$ cat config.mk
export PLATFORM = sky130hd
export DESIGN_NAME = mem_port_arbiter
export DESIGN_NICKNAME = d
export VERILOG_FILES = /design/src/rtl/mem_port_arbiter_pkg.sv /design/src/rtl/mem_port_arbiter_starve_counter.sv /design/src/rtl/mem_port_arbiter.sv
export SDC_FILE = /design/constraint.sdc
export NUM_CORES = 1
export LEC_CHECK = 0
export BUFFER_PORTS_ARGS = -buffer_cell sky130_fd_sc_hd__buf_2
export CORE_ASPECT_RATIO = 1.5
export CORE_MARGIN = 2
export CORE_UTILIZATION = 25
export DETAILED_ROUTE_END_ITERATION = 8
export HOLD_SLACK_MARGIN = 0.05
export PLACE_DENSITY = 0.59
export RECOVER_POWER = 25
export SYNTH_ARGS = -nofsm -noshare
export SYNTH_HDL_FRONTEND = slang
export SYNTH_HIERARCHICAL = 1
export SYNTH_SLANG_ARGS = --single-unit
$ cat constraint.sdc
create_clock -name clk -period 2 [get_ports clk]
set_input_delay 0.1 -clock clk [delete_from_list [all_inputs] [get_ports clk]]
set_output_delay 0.1 -clock clk [all_outputs]
set_load 0.02 [all_outputs]
$ cat src/rtl/mem_port_arbiter_pkg.sv
// -----------------------------------------------------------------------------
// mem_port_arbiter_pkg
// Shared constants and types for the unified-memory port arbiter:
//   NOP_INST   - instruction word handed to fetch when nothing valid is there
//   F3_WORD    - func3 code for a 32-bit word access (also the idle default)
//   owner_e    - who owned the memory in the previous cycle
//   cnt_width  - width of a counter that must hold 0..max (never below 1)
// -----------------------------------------------------------------------------
package mem_port_arbiter_pkg;

  localparam logic [31:0] NOP_INST = 32'h0000_0033;
  localparam logic [2:0]  F3_WORD  = 3'b010;

  typedef enum logic [1:0] {
    OWN_IDLE    = 2'd0,
    OWN_FETCH   = 2'd1,
    OWN_DATA_RD = 2'd2,
    OWN_DATA_WR = 2'd3
  } owner_e;

  // A counter for max=0 still needs one physical bit.
  function automatic int cnt_width(input int unsigned max_val);
    int w;
    w = $clog2(max_val + 1);
    return (w < 1) ? 1 : w;
  endfunction

endpackage

$ cat src/rtl/mem_port_arbiter_starve_counter.sv
// -----------------------------------------------------------------------------
// starve_counter
// Saturating count of consecutive data grants taken while fetch was waiting.
// Ports:
//   clk  - clock
//   rst  - synchronous active-high reset, clears the count
//   inc  - data won while fetch was requesting
//   clr  - fetch was granted or fetch was not requesting (wins over inc)
//   sat  - count has reached STARVE_MAX; fetch must win the next tie
// -----------------------------------------------------------------------------
module starve_counter
  import mem_port_arbiter_pkg::*;
#(
  parameter int unsigned STARVE_MAX = 3
) (
  input  logic clk,
  input  logic rst,
  input  logic inc,
  input  logic clr,
  output logic sat
);

  localparam int          CNT_W   = cnt_width(STARVE_MAX);
  localparam logic [CNT_W-1:0] CNT_MAX = CNT_W'(STARVE_MAX);

  logic [CNT_W-1:0] streak_q;
  logic [CNT_W-1:0] streak_d;

  // NOTE: every combinational output gets a default first so no path leaves
  // it unassigned; otherwise synthesis infers a latch.
  always_comb begin
    streak_d = streak_q;
    if (clr) begin
      streak_d = '0;
    end else if (inc && (streak_q != CNT_MAX)) begin
      streak_d = streak_q + 1'b1;
    end
  end

  // NOTE: sequential state uses non-blocking assignments so every flop samples
  // the pre-edge values, independent of statement order.
  always_ff @(posedge clk) begin
    if (rst) begin
      streak_q <= '0;
    end else begin
      streak_q <= streak_d;
    end
  end

  // With STARVE_MAX=0 the count never leaves zero, so sat is constantly high
  // and fetch wins every tie.
  assign sat = (streak_q == CNT_MAX);

endmodule

$ cat src/rtl/mem_port_arbiter.sv
// -----------------------------------------------------------------------------
// mem_port_arbiter
// Shares one single-ported memory between the instruction-fetch port and the
// data port. At most one requester is granted per cycle; data wins ties until
// it has won STARVE_MAX ties in a row, then fetch is let through once.
// Read responses are registered and appear the cycle after the grant.
// Ports:
//   clk, rst                       - clock, synchronous active-high reset
//   if_req/if_addr                 - fetch request and address
//   if_gnt/if_rdata/if_rvalid      - fetch grant, instruction, response pulse
//   d_req/d_we/d_func3/d_addr/d_wdata - data request and command
//   d_gnt/d_rdata/d_rvalid         - data grant, load data, completion pulse
//   stall_if/stall_mem             - requester asked but was not granted
//   mem_rd/mem_wr/mem_func3/mem_addr/mem_wdata - memory command
//   mem_rdata                      - combinational memory read data
// -----------------------------------------------------------------------------
module mem_port_arbiter
  import mem_port_arbiter_pkg::*;
#(
  parameter int unsigned ADDR_W     = 8,
  parameter int unsigned DATA_W     = 32,
  parameter int unsigned STARVE_MAX = 3
) (
  input  logic              clk,
  input  logic              rst,
  // fetch port
  input  logic              if_req,
  input  logic [ADDR_W-1:0] if_addr,
  output logic              if_gnt,
  output logic [DATA_W-1:0] if_rdata,
  output logic              if_rvalid,
  // data port
  input  logic              d_req,
  input  logic              d_we,
  input  logic [2:0]        d_func3,
  input  logic [ADDR_W-1:0] d_addr,
  input  logic [DATA_W-1:0] d_wdata,
  output logic              d_gnt,
  output logic [DATA_W-1:0] d_rdata,
  output logic              d_rvalid,
  // stalls
  output logic              stall_if,
  output logic              stall_mem,
  // memory side
  output logic              mem_rd,
  output logic              mem_wr,
  output logic [2:0]        mem_func3,
  output logic [ADDR_W-1:0] mem_addr,
  output logic [DATA_W-1:0] mem_wdata,
  input  logic [DATA_W-1:0] mem_rdata
);

  logic              sat;
  owner_e            owner_q;
  owner_e            owner_d;
  logic [DATA_W-1:0] if_rdata_q;
  logic [DATA_W-1:0] d_rdata_q;

  // ---------------------------------------------------------------------------
  // Grant: data wins a tie unless fetch has waited STARVE_MAX ties already.
  // Reset suppresses both grants so no write can land during reset.
  // ---------------------------------------------------------------------------
  assign d_gnt     = ~rst & d_req  & ~(if_req & sat);
  assign if_gnt    = ~rst & if_req & (~d_req | sat);
  assign stall_if  = if_req & ~if_gnt;
  assign stall_mem = d_req  & ~d_gnt;

  // Count only ties lost by fetch; a fetch grant or an idle fetch side
  // restarts the count.
  starve_counter #(
    .STARVE_MAX (STARVE_MAX)
  ) u_starve_counter (
    .clk (clk),
    .rst (rst),
    .inc (d_gnt & if_req),
    .clr (if_gnt | ~if_req),
    .sat (sat)
  );

  // ---------------------------------------------------------------------------
  // Memory command mux and next owner.
  // ---------------------------------------------------------------------------
  always_comb begin
    mem_rd    = 1'b0;
    mem_wr    = 1'b0;
    mem_func3 = F3_WORD;
    mem_addr  = '0;
    mem_wdata = '0;
    owner_d   = OWN_IDLE;
    if (if_gnt) begin
      mem_rd   = 1'b1;
      mem_addr = if_addr;
      owner_d  = OWN_FETCH;
    end else if (d_gnt) begin
      mem_rd    = ~d_we;
      mem_wr    = d_we;
      mem_func3 = d_func3;
      mem_addr  = d_addr;
      mem_wdata = d_wdata;
      owner_d   = d_we ? OWN_DATA_WR : OWN_DATA_RD;
    end
  end

  // ---------------------------------------------------------------------------
  // Owner register and response capture. The owner recorded here is the
  // grant of the cycle just ended, which is what the rvalid pulses report.
  // ---------------------------------------------------------------------------
  // NOTE: the read-data registers are reset because their reset value is
  // architecturally visible (fetch must see a NOP before its first response).
  always_ff @(posedge clk) begin
    if (rst) begin
      owner_q    <= OWN_IDLE;
      if_rdata_q <= DATA_W'(NOP_INST);
      d_rdata_q  <= '0;
    end else begin
      owner_q <= owner_d;
      case (owner_d)
        OWN_FETCH:   if_rdata_q <= mem_rdata;
        OWN_DATA_RD: d_rdata_q  <= mem_rdata;
        default:     ;  // stores and idle cycles leave both read registers alone
      endcase
    end
  end

  assign if_rdata  = if_rdata_q;
  assign d_rdata   = d_rdata_q;
  assign if_rvalid = (owner_q == OWN_FETCH);
  assign d_rvalid  = (owner_q == OWN_DATA_RD) || (owner_q == OWN_DATA_WR);

endmodule

==> summary.md <==
| Metric | Value |
|---|---|
| Outcome | completed |
| Share of post-route cells with drive strength above 1 | 36.2% |
| Max-slew violations | 0 |
| Worst Path Max Fanout | 14 |
| Cells after DPL | 664 |
| Synth area leaders | dfxtp_1, o311ai_0, mux2i_1 |
| Post-route setup TNS | 0 ns |
| Vias | about 3300 |
| Final cell count without fillers | 705 |
| Initial Util | between 20% and 30% |
| Port Buf Inserts | 202 |
| Clock Pin Slew Worst Setup and Hold Paths | 0.06 ns |
| Syn Nets | 423 |
| Reg-to-reg setup timing slack | 0.41 ns |
| Setup repair bufs after CTS | 0 |
| Antenna Nets Post-Route | 0 |
| GRT Resource Usage Total | 17.1% |
| Area of the mapped netlist | 3080 sq um |
| Floorplan row count | 49 |
| Synth top area share | 44.2% |
| Total CTS buffers | 9 |
| Top-count cell post-synth | dfxtp_1 |
| Post-synthesis async set-or-reset flop share | 0% |
| Final hold violation count | 0 |
| Ys Warns | 6 |
| Root cell of the clock tree | clkbuf_16 |
| Mean post-synth cell area | 9.22 sq um |
| Worst-margin pin slew | 0.554 ns |
| Initial DRT Pass Iterations | 4 |
| Core area | 12000 sq um |
| Skew final | 0.00587 ns |
| Fmax | about 0.53 GHz |
| Vias in the first global route | about 3400 |
| Register area share after synthesis | 44.2% |
| # nets final | roughly 640 |
| # IOs | between 200 and 250 |
| Final setup fails | 0 |
| Die Width | 94.6 um |
| Slowest stage delay, CP | 0.37 ns |
| Crit path kind | register to primary output |
| Leading cell types by count after synthesis | dfxtp_1, and3_1, inv_1 |
| MaxCap Viol Count | 0 |
| DIE AREA | 13200 sq um |
| Grt total ovfl | 0 |
| DRT met1 WL | around 4.4 mm |
| Initial antenna violation count | 0 |
| Post-synth EDFFs | 0 |
| Critical Path End Type | primary output |
| Crit path arrival time | 1.78 ns |
| Startpoint type of the worst setup path | register |
| Register bit count reported by yosys | 68 |
| Max_slew headroom | 63.1% |
| Synth area leader | dfxtp_1 |
| Min Clock Period, post-route | 1.88 ns |
| Largest net degree at the start of global routing | 39 |
| Via density | 4.73 |
| Antenna diodes | 0 |
| Total Wirelength | approximately 11 mm |
| Top FF cell, synth | dfxtp_1 |
| Met2 wire len | 5.83 mm |
| DRC Markers | 0 |
| Unrepaired setup endpoints after global routing | false |
| Placer Congestion | 0.900 |
| CTS max path bufs | 2 |
| CTS sink count | between 60 and 70 |
| Min-delay worst type | input port to register |
| VDD IR-drop max | ~0.00033 V |
| CP max stage cell | dfxtp_1 |
| Drt wl/cell | between 15 and 20 um |
| Post-DP HPWL | roughly 8.5 mm |
| Initial DRC count | 56 |
| WL met3 | 930 um |
| TritonCTS clock tree | yes |
| Critical path, cell by cell | ha_4 -> nor2b_1 -> or2_2 -> buf_6 -> o21ai_0 -> buf_4 |
| Worst-Skew Late Latency | 0.33 ns |
| Area Overhead vs Synth | 53.5% |
| Worst EP required | 1.90 ns |
| Post-Synthesis Cells | 334 |
| Netlist cell types | 28 |
| Static Leak | 0.00245 uW |
| Final Cycle Share | between 90 and 100% |
| CTS H-Tree Depth | 3 |
| First-pass GRT wire length | roughly 17 mm |
| Die Height | 140 um |
| Pwr Density | roughly 760 nW/um^2 |
| Top Metal Used | met4 |
[layout by cell type (no fill, tap or decap), types with 2 or more instances in the layout]
cell / count
a22o_1: 8
and2_1: 2
and3_1: 35
buf_2: 156
buf_4: 10
buf_6: 2
clkbuf_1: 45
clkbuf_16: 9
clkinvlp_4: 3
dfxtp_1: 67
dlygate4sd3_1: 25
inv_1: 34
inv_2: 2
inv_6: 2
mux2i_1: 25
nand2_1: 27
nand2b_1: 2
nor2b_1: 2
nor3_2: 2
o211ai_1: 4
o211ai_2: 4
o21ai_0: 5
o21ai_1: 4
o311ai_0: 32
o31ai_1: 32
or2_2: 2
[power by group]
group	switching (uW)	internal, uW
Combinational	383	245
Sequential	36.6	1430
Clock	641	858
[stage by stage]
stage	setup slack, ns	hold WS (ns)	utilization (%)	area (sq um)	total power, uW
floorplan	0.282	0.171	-	3080	1830
global placement	0.352	0.355	35.1	4220	2080
detailed placement	0.334	0.370	35.1	4220	2090
CTS	0.00454	0.0502	39.6	4760	3650
global route	0.0158	0.0670	39.3	4720	3770
finish	0.121	0.0593	39.3	4720	3590
[registers in the layout (all words and copies together), names as in the netlist]
| register | count |
|---|---|
| d_rdata | 32 |
| owner_q | 2 |
| u_starve_counter/streak_q | 2 |
| if_rdata | 32 |
[repair_timing]
item / in CTS / in global routing
hold buffers: 25 / 0
endpoints found under the setup margin: 9 / 10
pin swaps: 0 / 0
hold endpoints to repair: 45 / 0
gates resized for setup: 1 / 7
[logic make-up (layout without fill, tap and decap cells)]
family,Yosys count,after routing,synth area share (%)
muxes,25,25,8.13
adders and majority gates,1,1,0.406
DFF,68,68,44.2
buffers and inverters,74,292,9.96
AOI/OAI and AO/OA,89,89,23.3
and+or+nand+nor,76,76,13.7
xor gates and xnor gates,1,1,0.285
[worst max-delay path, delay by kind of cell, from the launching register on]
family | cells | cell delay (ns)
adders and majority gates | 1 | 0.18
AOI/OAI and AO/OA | 1 | 0.09
DFF | 1 | 0.37
buffers and inverters | 2 | 0.38
and+or+nand+nor | 2 | 0.43
[routing by layer]
metal	track usage [%]	vias up
met1	18.2	1525
met4	6.56	0
met2	31.4	163
met3	4.63	14
met5	0	-
li1	-	1635
[worst paths after layout]
check | startpoint | to | cells past startpoint
max reg2reg | u_starve_counter/streak_q[1] | if_rdata[9] | 5
min reg2reg | if_rdata[13] | if_rdata[13] | 2
min | mem_rdata[30] | if_rdata[30] | 3
max | u_starve_counter/streak_q[1] | mem_rd | 6
[final cells by class]
class,instances,area [sq um]
fill,1267,7290
timing repair buffer,239,1320
sequential,68,1360
tap,153,191
clock inverter,7,60.1
multi-input combinational,192,1430
inverter,37,141
clock buffer,9,225
(Power assumes the default switching activity.)
